### src/rtl/apb_gpio_irq_if.sv
// APB bus bundle between the APB master/decoder and the GPIO slave.
// The master modport drives the request, the slave modport drives the response.
interface apb_gpio_irq_if #(
  parameter int DATA_WIDTH   = 32,
  parameter int ADDR_WIDTH   = 32,
  parameter int STROBE_WIDTH = 4
) ();

  logic                    PSEL;
  logic                    PENABLE;
  logic                    PWRITE;
  logic [ADDR_WIDTH-1:0]   PADDR;
  logic [DATA_WIDTH-1:0]   PWDATA;
  logic [STROBE_WIDTH-1:0] PSTRB;
  logic [2:0]              PPROT;
  logic                    PREADY;
  logic [DATA_WIDTH-1:0]   PRDATA;
  logic                    PSLVERR;

  modport master (
    output PSEL, PENABLE, PWRITE, PADDR, PWDATA, PSTRB, PPROT,
    input  PREADY, PRDATA, PSLVERR
  );

  modport slave (
    input  PSEL, PENABLE, PWRITE, PADDR, PWDATA, PSTRB, PPROT,
    output PREADY, PRDATA, PSLVERR
  );

endinterface

### src/rtl/apb_gpio_irq.sv
// Parametrised APB GPIO slave: byte-lane register writes, synchronised pad inputs
// and per-pin rise/fall interrupts with write-one-to-clear status.
module apb_gpio_irq #(
  parameter int PIN_NUM      = 8,
  parameter int DATA_WIDTH   = 32,
  parameter int ADDR_WIDTH   = 32,
  parameter int STROBE_WIDTH = 4,
  parameter int SYNC_STAGES  = 2,
  parameter int PROT_CHECK   = 0
) (
  input  logic               CLK,
  input  logic               RST,
  apb_gpio_irq_if.slave      apb,
  input  logic [PIN_NUM-1:0] pins_in,
  output logic [PIN_NUM-1:0] pins_out,
  output logic [PIN_NUM-1:0] pins_oe,
  output logic               irq
);

  typedef enum logic [2:0] {
    IDX_DATA_IN  = 3'd0,
    IDX_DIR      = 3'd1,
    IDX_PORT     = 3'd2,
    IDX_IRQ_EN   = 3'd3,
    IDX_IRQ_RISE = 3'd4,
    IDX_IRQ_FALL = 3'd5,
    IDX_IRQ_STAT = 3'd6,
    IDX_INVALID  = 3'd7
  } reg_idx_e;

  localparam int                ARM_W   = $clog2(SYNC_STAGES + 2);
  localparam logic [ARM_W-1:0]  ARM_MAX = ARM_W'(SYNC_STAGES + 1);

  // Register file
  logic [PIN_NUM-1:0] r_dir;
  logic [PIN_NUM-1:0] r_port;
  logic [PIN_NUM-1:0] r_irq_en;
  logic [PIN_NUM-1:0] r_irq_rise;
  logic [PIN_NUM-1:0] r_irq_fall;
  logic [PIN_NUM-1:0] r_irq_stat;
  logic               r_irq;

  // Input path
  logic [PIN_NUM-1:0] r_sync [SYNC_STAGES];
  logic [PIN_NUM-1:0] r_prev;
  logic [ARM_W-1:0]   r_arm_cnt;

  // Bus decode
  reg_idx_e           w_idx;
  logic               w_access;
  logic               w_err;
  logic               w_wr;
  logic [DATA_WIDTH-1:0] w_lane_mask;
  logic [PIN_NUM-1:0] w_mask;
  logic [PIN_NUM-1:0] w_wdata;
  logic [PIN_NUM-1:0] w_rd_pins;

  // Edge detection
  logic [PIN_NUM-1:0] w_sync;
  logic [PIN_NUM-1:0] w_rise;
  logic [PIN_NUM-1:0] w_fall;
  logic               w_armed;
  logic [PIN_NUM-1:0] w_stat_set;
  logic [PIN_NUM-1:0] w_stat_clr;
  logic               w_unused;

  assign w_idx    = reg_idx_e'(apb.PADDR[4:2]);
  assign w_access = apb.PSEL & apb.PENABLE;

  // An errored access leaves every register untouched, so the error term gates the write strobe.
  assign w_err = (w_idx == IDX_INVALID)
               | (apb.PWRITE & (w_idx == IDX_DATA_IN))
               | ((PROT_CHECK != 0) & apb.PWRITE & ~apb.PPROT[0]);
  assign w_wr  = w_access & apb.PWRITE & ~w_err;

  for (genvar g = 0; g < DATA_WIDTH; g++) begin : g_lane
    assign w_lane_mask[g] = apb.PSTRB[g / 8];
  end

  assign w_mask  = w_lane_mask[PIN_NUM-1:0];
  assign w_wdata = apb.PWDATA[PIN_NUM-1:0];

  // Address bits above the register index, unused protection bits and data/strobe
  // bits beyond the pin count are deliberately ignored.
  assign w_unused = ^{apb.PADDR, apb.PWDATA, apb.PPROT, w_lane_mask};

  function automatic logic [PIN_NUM-1:0] lane_merge(
    input logic [PIN_NUM-1:0] old_val,
    input logic [PIN_NUM-1:0] new_val,
    input logic [PIN_NUM-1:0] mask
  );
    return (old_val & ~mask) | (new_val & mask);
  endfunction

  // NOTE: the synchroniser array is reset like any other state so the previous-sample
  // compare never sees X and cannot fake an edge straight out of reset.
  always_ff @(posedge CLK) begin
    if (RST) begin
      for (int i = 0; i < SYNC_STAGES; i++) r_sync[i] <= '0;
      r_prev <= '0;
    end else begin
      r_sync[0] <= pins_in;
      for (int i = 1; i < SYNC_STAGES; i++) r_sync[i] <= r_sync[i-1];
      r_prev <= r_sync[SYNC_STAGES-1];
    end
  end

  assign w_sync = r_sync[SYNC_STAGES-1];
  assign w_rise = w_sync & ~r_prev;
  assign w_fall = ~w_sync & r_prev;

  // Status capture waits until the synchroniser has flushed its post-reset contents.
  always_ff @(posedge CLK) begin
    if (RST) begin
      r_arm_cnt <= '0;
    end else if (r_arm_cnt != ARM_MAX) begin
      r_arm_cnt <= r_arm_cnt + 1'b1;
    end
  end

  assign w_armed    = (r_arm_cnt == ARM_MAX);
  assign w_stat_set = w_armed ? ((w_rise & r_irq_rise) | (w_fall & r_irq_fall)) : '0;
  assign w_stat_clr = (w_wr && (w_idx == IDX_IRQ_STAT)) ? (w_wdata & w_mask) : '0;

  // NOTE: sequential state uses non-blocking assignments only, so every flop samples
  // pre-edge values regardless of statement order.
  always_ff @(posedge CLK) begin
    if (RST) begin
      r_dir      <= '0;
      r_port     <= '0;
      r_irq_en   <= '0;
      r_irq_rise <= '0;
      r_irq_fall <= '0;
      r_irq_stat <= '0;
      r_irq      <= 1'b0;
    end else begin
      if (w_wr && (w_idx == IDX_DIR))      r_dir      <= lane_merge(r_dir, w_wdata, w_mask);
      if (w_wr && (w_idx == IDX_PORT))     r_port     <= lane_merge(r_port, w_wdata, w_mask);
      if (w_wr && (w_idx == IDX_IRQ_EN))   r_irq_en   <= lane_merge(r_irq_en, w_wdata, w_mask);
      if (w_wr && (w_idx == IDX_IRQ_RISE)) r_irq_rise <= lane_merge(r_irq_rise, w_wdata, w_mask);
      if (w_wr && (w_idx == IDX_IRQ_FALL)) r_irq_fall <= lane_merge(r_irq_fall, w_wdata, w_mask);
      // A new edge in the same cycle as its W1C keeps the bit set.
      r_irq_stat <= (r_irq_stat & ~w_stat_clr) | w_stat_set;
      r_irq      <= |(r_irq_stat & r_irq_en);
    end
  end

  // NOTE: the read mux assigns its output before the case so no path infers a latch.
  always_comb begin
    w_rd_pins = '0;
    if (w_access && !apb.PWRITE && !w_err) begin
      case (w_idx)
        IDX_DATA_IN:  w_rd_pins = w_sync;
        IDX_DIR:      w_rd_pins = r_dir;
        IDX_PORT:     w_rd_pins = r_port;
        IDX_IRQ_EN:   w_rd_pins = r_irq_en;
        IDX_IRQ_RISE: w_rd_pins = r_irq_rise;
        IDX_IRQ_FALL: w_rd_pins = r_irq_fall;
        IDX_IRQ_STAT: w_rd_pins = r_irq_stat;
        default:      w_rd_pins = '0;
      endcase
    end
  end

  assign apb.PREADY  = w_access;
  assign apb.PRDATA  = DATA_WIDTH'(w_rd_pins);
  assign apb.PSLVERR = w_access & w_err;

  assign pins_out = r_port;
  assign pins_oe  = r_dir;
  assign irq      = r_irq;

endmodule
### src/flat_wrapper.sv
// flat-port wrapper written by rule: the top's interface ports become plain ports
module apb_gpio_irq_flat 
#(
  parameter int PIN_NUM      = 8,
  parameter int DATA_WIDTH   = 32,
  parameter int ADDR_WIDTH   = 32,
  parameter int STROBE_WIDTH = 4,
  parameter int SYNC_STAGES  = 2,
  parameter int PROT_CHECK   = 0
)
  (CLK, RST, pins_in, pins_out, pins_oe, irq, apb_PSEL, apb_PENABLE, apb_PWRITE, apb_PADDR, apb_PWDATA, apb_PSTRB, apb_PPROT, apb_PREADY, apb_PRDATA, apb_PSLVERR);
  apb_gpio_irq_if #(.DATA_WIDTH(DATA_WIDTH), .ADDR_WIDTH(ADDR_WIDTH), .STROBE_WIDTH(STROBE_WIDTH)) apb_i ();
  input  logic CLK;
  input  logic RST;
  input  logic [PIN_NUM-1:0] pins_in;
  output logic [PIN_NUM-1:0] pins_out;
  output logic [PIN_NUM-1:0] pins_oe;
  output logic irq;
  input wire logic [$bits(apb_i.PSEL)-1:0] apb_PSEL;
  input wire logic [$bits(apb_i.PENABLE)-1:0] apb_PENABLE;
  input wire logic [$bits(apb_i.PWRITE)-1:0] apb_PWRITE;
  input wire logic [$bits(apb_i.PADDR)-1:0] apb_PADDR;
  input wire logic [$bits(apb_i.PWDATA)-1:0] apb_PWDATA;
  input wire logic [$bits(apb_i.PSTRB)-1:0] apb_PSTRB;
  input wire logic [$bits(apb_i.PPROT)-1:0] apb_PPROT;
  output wire logic [$bits(apb_i.PREADY)-1:0] apb_PREADY;
  output wire logic [$bits(apb_i.PRDATA)-1:0] apb_PRDATA;
  output wire logic [$bits(apb_i.PSLVERR)-1:0] apb_PSLVERR;
  assign apb_i.PSEL = apb_PSEL;
  assign apb_i.PENABLE = apb_PENABLE;
  assign apb_i.PWRITE = apb_PWRITE;
  assign apb_i.PADDR = apb_PADDR;
  assign apb_i.PWDATA = apb_PWDATA;
  assign apb_i.PSTRB = apb_PSTRB;
  assign apb_i.PPROT = apb_PPROT;
  assign apb_PREADY = apb_i.PREADY;
  assign apb_PRDATA = apb_i.PRDATA;
  assign apb_PSLVERR = apb_i.PSLVERR;
  apb_gpio_irq #(.PIN_NUM(PIN_NUM), .DATA_WIDTH(DATA_WIDTH), .ADDR_WIDTH(ADDR_WIDTH), .STROBE_WIDTH(STROBE_WIDTH), .SYNC_STAGES(SYNC_STAGES), .PROT_CHECK(PROT_CHECK)) u_core (.CLK(CLK), .RST(RST), .apb(apb_i), .pins_in(pins_in), .pins_out(pins_out), .pins_oe(pins_oe), .irq(irq));
endmodule
### config.mk
export PLATFORM = sky130hd
export DESIGN_NAME = apb_gpio_irq_flat
export DESIGN_NICKNAME = d
export VERILOG_FILES = /design/src/rtl/apb_gpio_irq_if.sv /design/src/rtl/apb_gpio_irq.sv /design/src/flat_wrapper.sv
export SDC_FILE = /design/constraint.sdc
export NUM_CORES = 1
export LEC_CHECK = 0
export CAP_MARGIN = 5
export CORE_MARGIN = 2
export CORE_UTILIZATION = 47
export DETAILED_ROUTE_END_ITERATION = 6
export GPL_ROUTABILITY_DRIVEN = 0
export PLACE_DENSITY = 0.86
export REMOVE_ABC_BUFFERS = 1
export SLEW_MARGIN = 20
export SYNTH_ARGS = -nofsm -noshare
export SYNTH_HDL_FRONTEND = slang
export SYNTH_SLANG_ARGS = --single-unit
### constraint.sdc
create_clock -name CLK -period 2.4 [get_ports CLK]
set_input_delay 0.36 -clock CLK [delete_from_list [all_inputs] [get_ports CLK]]
set_output_delay 0.36 -clock CLK [all_outputs]
set_load 0.03 [all_outputs]
# Word level (Yosys, flattened, before mapping)
# Memories as Yosys holds them, arrays and structs flattened.
# Index checks and enable logic that the tools add are counted.
# classes
addsub,1
mul,0
n_div,0
magnitude_cmp,0
n_eq_ne,9
shifts,0
muxes,9
n_bitwise,32
reduce_logical,12
# ops
cell,count
$and 8x8->8,12
$or 8x8->8,7
$pmux 8 s7,1
$mux 8,5
$not 8->8,4
$eq 3x3->1 const B,4
$logic_and 1x1->1,8
$reduce_or 8->1,1
$eq 3x2->1 const B,2
$and 1x1->1,5
$eq 3x1->1 const B,1
$logic_not 3->1,1
$mux 1,3
$or 1x1->1,3
$add 2x1->2 const B,1
$eq 2x2->1 const B,1
$logic_not 1->1,2
$ne 2x2->1 const B,1
$not 1->1,1
# totals
reg_bits,59
latch_bits,0
ram_bits,16
romBits,0
input_bits,84
memories,1
# memory_table
name,words,width,rd,rd_clocked_by_memory_dff,write_ports,line,text
u_core.r_sync,2,8,2,0,2,apb_gpio_irq.sv:44,logic [PIN_NUM-1:0] r_sync [SYNC_STAGES];

# Logic depth before layout (Yosys ltp)
# Gate-level depths: netlist of run 1.
# logic_depth
word_depth,10
depth_mapped,6

# Least setup slack after synthesis of run 1
# OpenSTA, ideal clock, no wires.
# synth_path
path_type,input to output
start,input port apb_PADDR[3]
end,output port apb_PRDATA[6]
t_arrival_ps,1788
required_ps,2040
setup_slack_ps,252
cell_stages,5
path_buffers,2
cell_sequence,buf_2 buf_2 and3_1 or3_1 a21oi_1
# synth_between
elab_chain_len,6
elab_cells_between_ends,14
# synth_rtl
element,line,text
from (decl),flat_wrapper.sv:22,input wire logic [$bits(apb_i.PADDR)-1:0] apb_PADDR;
$logic_not 3->1,"apb_gpio_irq.sv:72, apb_gpio_irq.sv:152",
$and 1x1->1,apb_gpio_irq.sv:72,| (apb.PWRITE & (w_idx == IDX_DATA_IN))
$or 1x1->1,apb_gpio_irq.sv:72,
$logic_not 1->1,apb_gpio_irq.sv:151,if (w_access && !apb.PWRITE && !w_err) begin
$logic_and 1x1->1,apb_gpio_irq.sv:151,
$mux 8 *,apb_gpio_irq.sv:151,
to (decl),flat_wrapper.sv:27,output wire logic [$bits(apb_i.PRDATA)-1:0] apb_PRDATA;
# Every way passes the cells marked *; elsewhere a longest branch is shown, timed or not.

# Worst setup path after layout of run 1
# layout_path
start,input port apb_PADDR[4]
end,output port apb_PRDATA[7]
# Same word-level chain as after synthesis.

==> results of run 1 <==
-- timing repair --
action | in CTS | in global routing
pin swaps | 0 | 1
setup buffers | 0 | 1
endpoints found under the setup margin | 5 | 8
gates resized for setup | 3 | 12
-- power groups by stage --
stage | logic, mW | registers, mW | clock network, mW
floorplan | 0.127 | 1.31 | 0
global placement | 0.266 | 1.31 | 0
detailed placement | 0.271 | 1.31 | 0
CTS | 0.273 | 1.29 | 0.980
global route | 0.304 | 1.29 | 1.04
finish | 0.281 | 1.29 | 0.973
-- worst paths after layout --
check                       from                   end  depth (start not counted)  slack (ns)
max                 apb_PADDR[4]         apb_PRDATA[7]                          9        0.05
max reg2reg  u_core.r_arm_cnt[0]  u_core.r_irq_stat[6]                          3        0.93
min reg2reg  u_core.r_sync[0][6]  u_core.r_sync[0][14]                          1        0.43
min          u_core.r_sync[0][6]  u_core.r_sync[0][14]                          1        0.43
-- synth_stat cells, types with 5 or more instances --
master	count
dfxtp_1	75
nor2_1	48
mux2i_1	47
nor2b_1	29
buf_4	27
nand2_1	19
o21ai_0	13
a22oi_1	10
a32o_1	8
clkbuf_1	8
nand3b_1	8
a21oi_1	6
buf_2	6
a221oi_1	5
-- placed cells by master, fill, tap and decap left out, types with 3 or more instances in the layout --
cell	n
a21oi_1	5
a221oi_2	3
a22oi_1	10
a32o_1	8
and3_1	3
buf_4	41
clkbuf_8	10
clkdlybuf4s50_1	39
clkinv_2	3
conb_1	24
dfxtp_1	75
mux2i_1	47
mux4_2	3
nand2_1	19
nand3_1	3
nand3b_1	8
nor2_1	48
nor2b_1	26
nor2b_2	3
o21a_1	3
o21ai_0	11
o2bb2ai_1	3
-- stage by stage --
step                hold slack (ns)  power [mW]  setup slack (ns)  cells
floorplan                     0.414        1.44             0.454    331
global placement              0.418        1.58           -0.0682    511
detailed placement            0.422        1.58            -0.176    511
CTS                           0.439        2.54            0.0266    527
global route                  0.457        2.63           -0.0181    528
finish                        0.434        2.54            0.0479    528
-- layout make-up --
class / count / area [sq um] / share of cell area, %
clock buffers: 11 / 141 / 3.29
inverters: 3 / 11.3 / 0.262
clock inverters: 5 / 52.6 / 1.22
well taps: 96 / 120 / 2.79
repair buffers: 85 / 747 / 17.4
multi-input cells: 253 / 1730 / 40.2
flip-flops and latches: 75 / 1500 / 34.9
-- layer usage --
layer / track usage, % / part of all wire [%] / vias up
li1: - / - / 1339
met1: 26.9 / 40 / 1410
met2: 37.5 / 50 / 125
met3: 6.72 / 7.0 / 19
met4: 10.6 / 2.3 / 0
met5: 0 / 0 / -
-- cell families after synthesis --
family                     after synthesis  share of synthesized area, %
and+or+nand+nor                        122                          18.9
DFF                                     75                          44.4
AOI/OAI and AO/OA                       53                          11.3
muxes                                   52                          16.6
buffers and inverters                   45                          8.21
adders and majority gates                1                         0.370
other                                    1                         0.111
xor gates and xnor gates                 1                         0.259
==> metrics, run 1 <==
status=complete, no violations; pwr/cell area=about 590 nW/um^2; Gate power share=around 11%; FMAX=between 400 and 500 MHz; switching power total=around 650 uW; switching share of power=between 20% and 30%; skew final=between 0.008 and 0.009 ns; fraction of layout instances using a drive strength above 1=approximately 18%; Clock Tree Buf Depth=2; setup violators final=0; CTS buffer count=9; Layout fillers=558; type of origin of the critical path=input port; CP dominant cell by count=buf_4; vias in the first global route=between 2000 and 3000; Setup crit end kind=primary output; fin nets=512; post-layout util=between 60 and 70%; maximum VDD drop=approximately 0.56 mV; Internal=between 1.5 and 2 mW; drt wl/cell=between 15 and 20 um; setup_tns=0 ns; Post-synth EDFFs=0; fin crit share=a little over nine tenths; chip height=a little under 90 um; H-tree depth=3; chip width=roughly 90 um; Final Hold Fails=0; post-synthesis cell area=~3400 sq um; required time of the critical path=around 2.0 ns; Placed Area=between 4000 and 5000 sq um; slowest stage delay, CP=around 0.48 ns; Max FO, Critical Path=9; CTS root buf=clkbuf_8; Buf/Inv on CP=5; clock power share=between 30% and 40%; grt ovf=0; first-pass GRT wire length=~13000 um; FF+latch count, synth=75; die footprint=between 7000 and 8000 sq um; row count=30; Crit Path Class=input port to primary output; worst path cell trace=clkdlybuf4s50_1 > buf_6 > buf_4 > nor2b_2 > buf_4 > a22o_1 > o21ai_1 > a21oi_2 > buf_4; 1st-iter DRT viols=just under 200; P&R area growth vs syn=27.1%; Skew-Pair Late Insertion Delay=0.36 ns; n_diodes=0; Tightest Pin Transition=slightly above 0.7 ns; Avg Inst Size Synth=about 9.7 sq um; register share of total power=around half; Hold Crit Class=flop to flop; top post-synthesis cells by area=dfxtp_1, mux2i_1, buf_4; Pins Over Slew Limit=0; max-cap violation count=0; Reg clk slew, reported paths=approximately 0.08 ns; leakage power total=between 1.5 and 2 nW; Primary FF master, synth=dfxtp_1; synthesized instance count=350; I/O pins=roughly 140; hold buffers post-CTS=0; sequential fraction of the synthesis area=between 40% and 50%; Total Wirelength=between 8000 and 9000 um; critical path arrival=1.99 ns; DRC violations left=0; warnings from Yosys=0; core region area=approximately 7000 sq um; cell taking the most area after synthesis=dfxtp_1; pin count of the biggest net entering global routing=42; Final min period=roughly 2.4 ns; CTS tree=yes; Via density=roughly 5.5; TritonRoute pass-1 iters=5; Max stage delay cell, worst path=clkdlybuf4s50_1; Total Routing Usage GR=a little under a quarter; ys async rst share=0%; CTS sink count=75; share of the synthesized area in the top cell type=44.4%; # port buffers=between 50 and 60; antenna viol nets, final=0; hpwl dp=slightly below 6000 um; synth unique cells=40; via count=a little under 3000; Starting Density=a little under 50%; largest delay contributor family on the critical path=buffers and inverters; initial antenna violation count=0; Slew HR=51.9%; fin area=~4300 sq um
Power figures use the tool's default switching activity.
==> run 2: changes to the inputs <==
Settings changed: CAP_MARGIN 5 to unset, CORE_UTILIZATION 47 to 35, PLACE_DENSITY 0.86 to 0.67.
==> metrics, run 2 (same netlist as run 1, synthesis figures left out) <==
status=complete, no violations; Skew-Pair Late Insertion Delay=0.35 ns (about the same); core region area=9330 sq um (+36%); hpwl dp=5910 um (+0.24%); pin count of the biggest net entering global routing=35 (-17%); Gate power share=10.5% (-0.6 points); worst hold path cell count=2 (+1); chip width=102 um (+15%); Tightest Pin Transition=0.792 ns (+0.0727 ns); Starting Density=36.3% (-13 points); R2R Path End=u_core.r_irq_stat[1]; grt ovf=0 (unchanged); Crit Path Class=input port to primary output; Non-Filler Instances=556 (+5.3%); Total Wirelength=8350 um (+0.17%); Internal=2.02 mW (+7.0%); CTS tree=yes; Via density=4.85 (-11%); Reg2Reg Depth=3 (unchanged); n_diodes=0 (unchanged); # port buffers=51 (unchanged); Slew HR=47.1% (-4.9 points); CTS buffer count=9 (unchanged); TritonRoute pass-1 iters=4 (-1); largest delay contributor family on the critical path=buffers and inverters; chip height=102 um (+15%); maximum VDD drop=0.400 mV (-28%); first-pass GRT wire length=13400 um (+1.1%); R2R setup slack=0.82 ns (-0.11 ns); leakage power total=1.76 nW (about the same); CTS sink count=75 (unchanged); placed cell count=539 (+5.5%); FMAX=436 MHz (+2.5%); Final min period=2.30 ns (-0.0569 ns); fraction of layout instances using a drive strength above 1=16.6% (-1.4 points); skew final=0.00679 ns (-0.00215 ns); reg2reg start=u_core.r_arm_cnt[0]; Clock Tree Buf Depth=2 (unchanged); Pins Over Slew Limit=0 (unchanged); Max stage delay cell, worst path=clkdlybuf4s50_1; Final Hold Fails=0 (unchanged); antenna viol nets, final=0 (unchanged); required time of the critical path=2.04 ns (about the same); 1st-iter DRT viols=142 (-27%); Hold Startpoint=RST; switching power total=638 uW (-2.4%); vias in the first global route=2678 (-2.3%); die footprint=10500 sq um (+33%); fin nets=507 (-0.98%); WHS=0.267 ns (-0.167 ns); row count=35 (+17%); slowest stage delay, CP=0.45 ns (-0.03 ns); setup_tns=0 ns (unchanged); DRC violations left=0 (unchanged); RSZ-0062 raised after global routing=no; Hold Crit Class=input port to flop; setup violators final=0 (unchanged); Layout fillers=906 (+62%); commonest non-fill, non-tap cell in the layout=dfxtp_1; clock power share=41.1% (+2.8 points); commonest non-fill, non-tap cells in the layout=dfxtp_1, mux2i_1, nor2_1, clkdlybuf4s50_1, buf_4; Buf/Inv on CP=5 (unchanged); Placed Area=4070 sq um (+0.40%); fin crit share=95.6% (-2.4 points); drt wl/cell=15.0 um (-4.9%); register share of total power=48.4% (-2.2 points); P&R area growth vs syn=28.3%; fin area=4340 sq um (+0.93%); Reg clk slew, reported paths=0.07 ns (about the same); initial antenna violation count=0 (unchanged); type of origin of the critical path=input port; pwr/cell area=612 nW/um^2 (+3.6%); CTS root buf=clkbuf_8; I/O pins=135 (unchanged); hold buffers post-CTS=0 (unchanged); CP dominant cell by count=buf_4; max-cap violation count=0 (unchanged); worst path cell trace=clkdlybuf4s50_1 > buf_4 > buf_4 > nor2_2 > buf_4 > nand3_1 > o21ai_0 > o21a_1 > buf_4; Max FO, Critical Path=10 (+1); Total Routing Usage GR=16.9% (-5.8 points); Setup crit end kind=primary output; via count=2697 (-6.8%); H-tree depth=3 (unchanged); switching share of power=24.0% (-1.7 points); critical path arrival=1.94 ns (-0.05 ns)
-- run 2: cell type report --
type	count	area (sq um)	area share [%]
multi-input cells	253	1720	39.5
flip-flops and latches	75	1500	34.6
repair buffers	80	726	16.7
well taps	129	161	3.72
clock buffers	11	151	3.49
clock inverters	5	75.1	1.73
inverters	3	11.3	0.259
-- run 2: how the worst max path moves through the flow --
stage / start / endpoint / slack (ns) / cells past startpoint
3_5_place_dp: apb_PADDR[4] / apb_PRDATA[0] / -0.04 / 8
5_1_grt: apb_PADDR[3] / apb_PRDATA[1] / 0.003 / 7
6_report: apb_PADDR[3] / apb_PRDATA[1] / 0.10 / 9
3_3_place_gp: apb_PADDR[4] / apb_PRDATA[2] / -0.03 / 7
2_1_floorplan: apb_PADDR[2] / flop / 0.45 / 4
4_1_cts: apb_PADDR[4] / apb_PRDATA[2] / 0.004 / 7
-- run 2: stage by stage --
| stage | total power [mW] | util (%) | setup slack, ns |
|---|---|---|---|
| global route | 2.75 | 46.5 | 0.00333 |
| floorplan | 1.44 | - | 0.454 |
| detailed placement | 1.59 | 43.6 | -0.0423 |
| CTS | 2.67 | 46.2 | 0.00427 |
| global placement | 1.58 | 43.6 | -0.0270 |
| finish | 2.66 | 46.5 | 0.105 |
-- run 2: routing by layer --
metal  GRT usage, %  wire, um  up-vias
met3           4.04       402       14
met4           6.05       188        0
met2           27.8      4000       81
met1           21.5      3760     1276
li1               -         -     1326
met5              0         0        -
-- run 2: power by group through the flow --
stage | Sequential, mW | Clock [mW] | Combinational [mW]
floorplan | 1.31 | 0 | 0.127
finish | 1.29 | 1.09 | 0.279
global route | 1.29 | 1.16 | 0.306
global placement | 1.31 | 0 | 0.269
CTS | 1.29 | 1.11 | 0.275
detailed placement | 1.31 | 0 | 0.272
-- run 2: timing repair --
item / in CTS / in global routing
resized for setup: 2 / 8
pin swaps: 0 / 1
setup endpoints to repair: 5 / 8
buffers inserted: 0 / 1
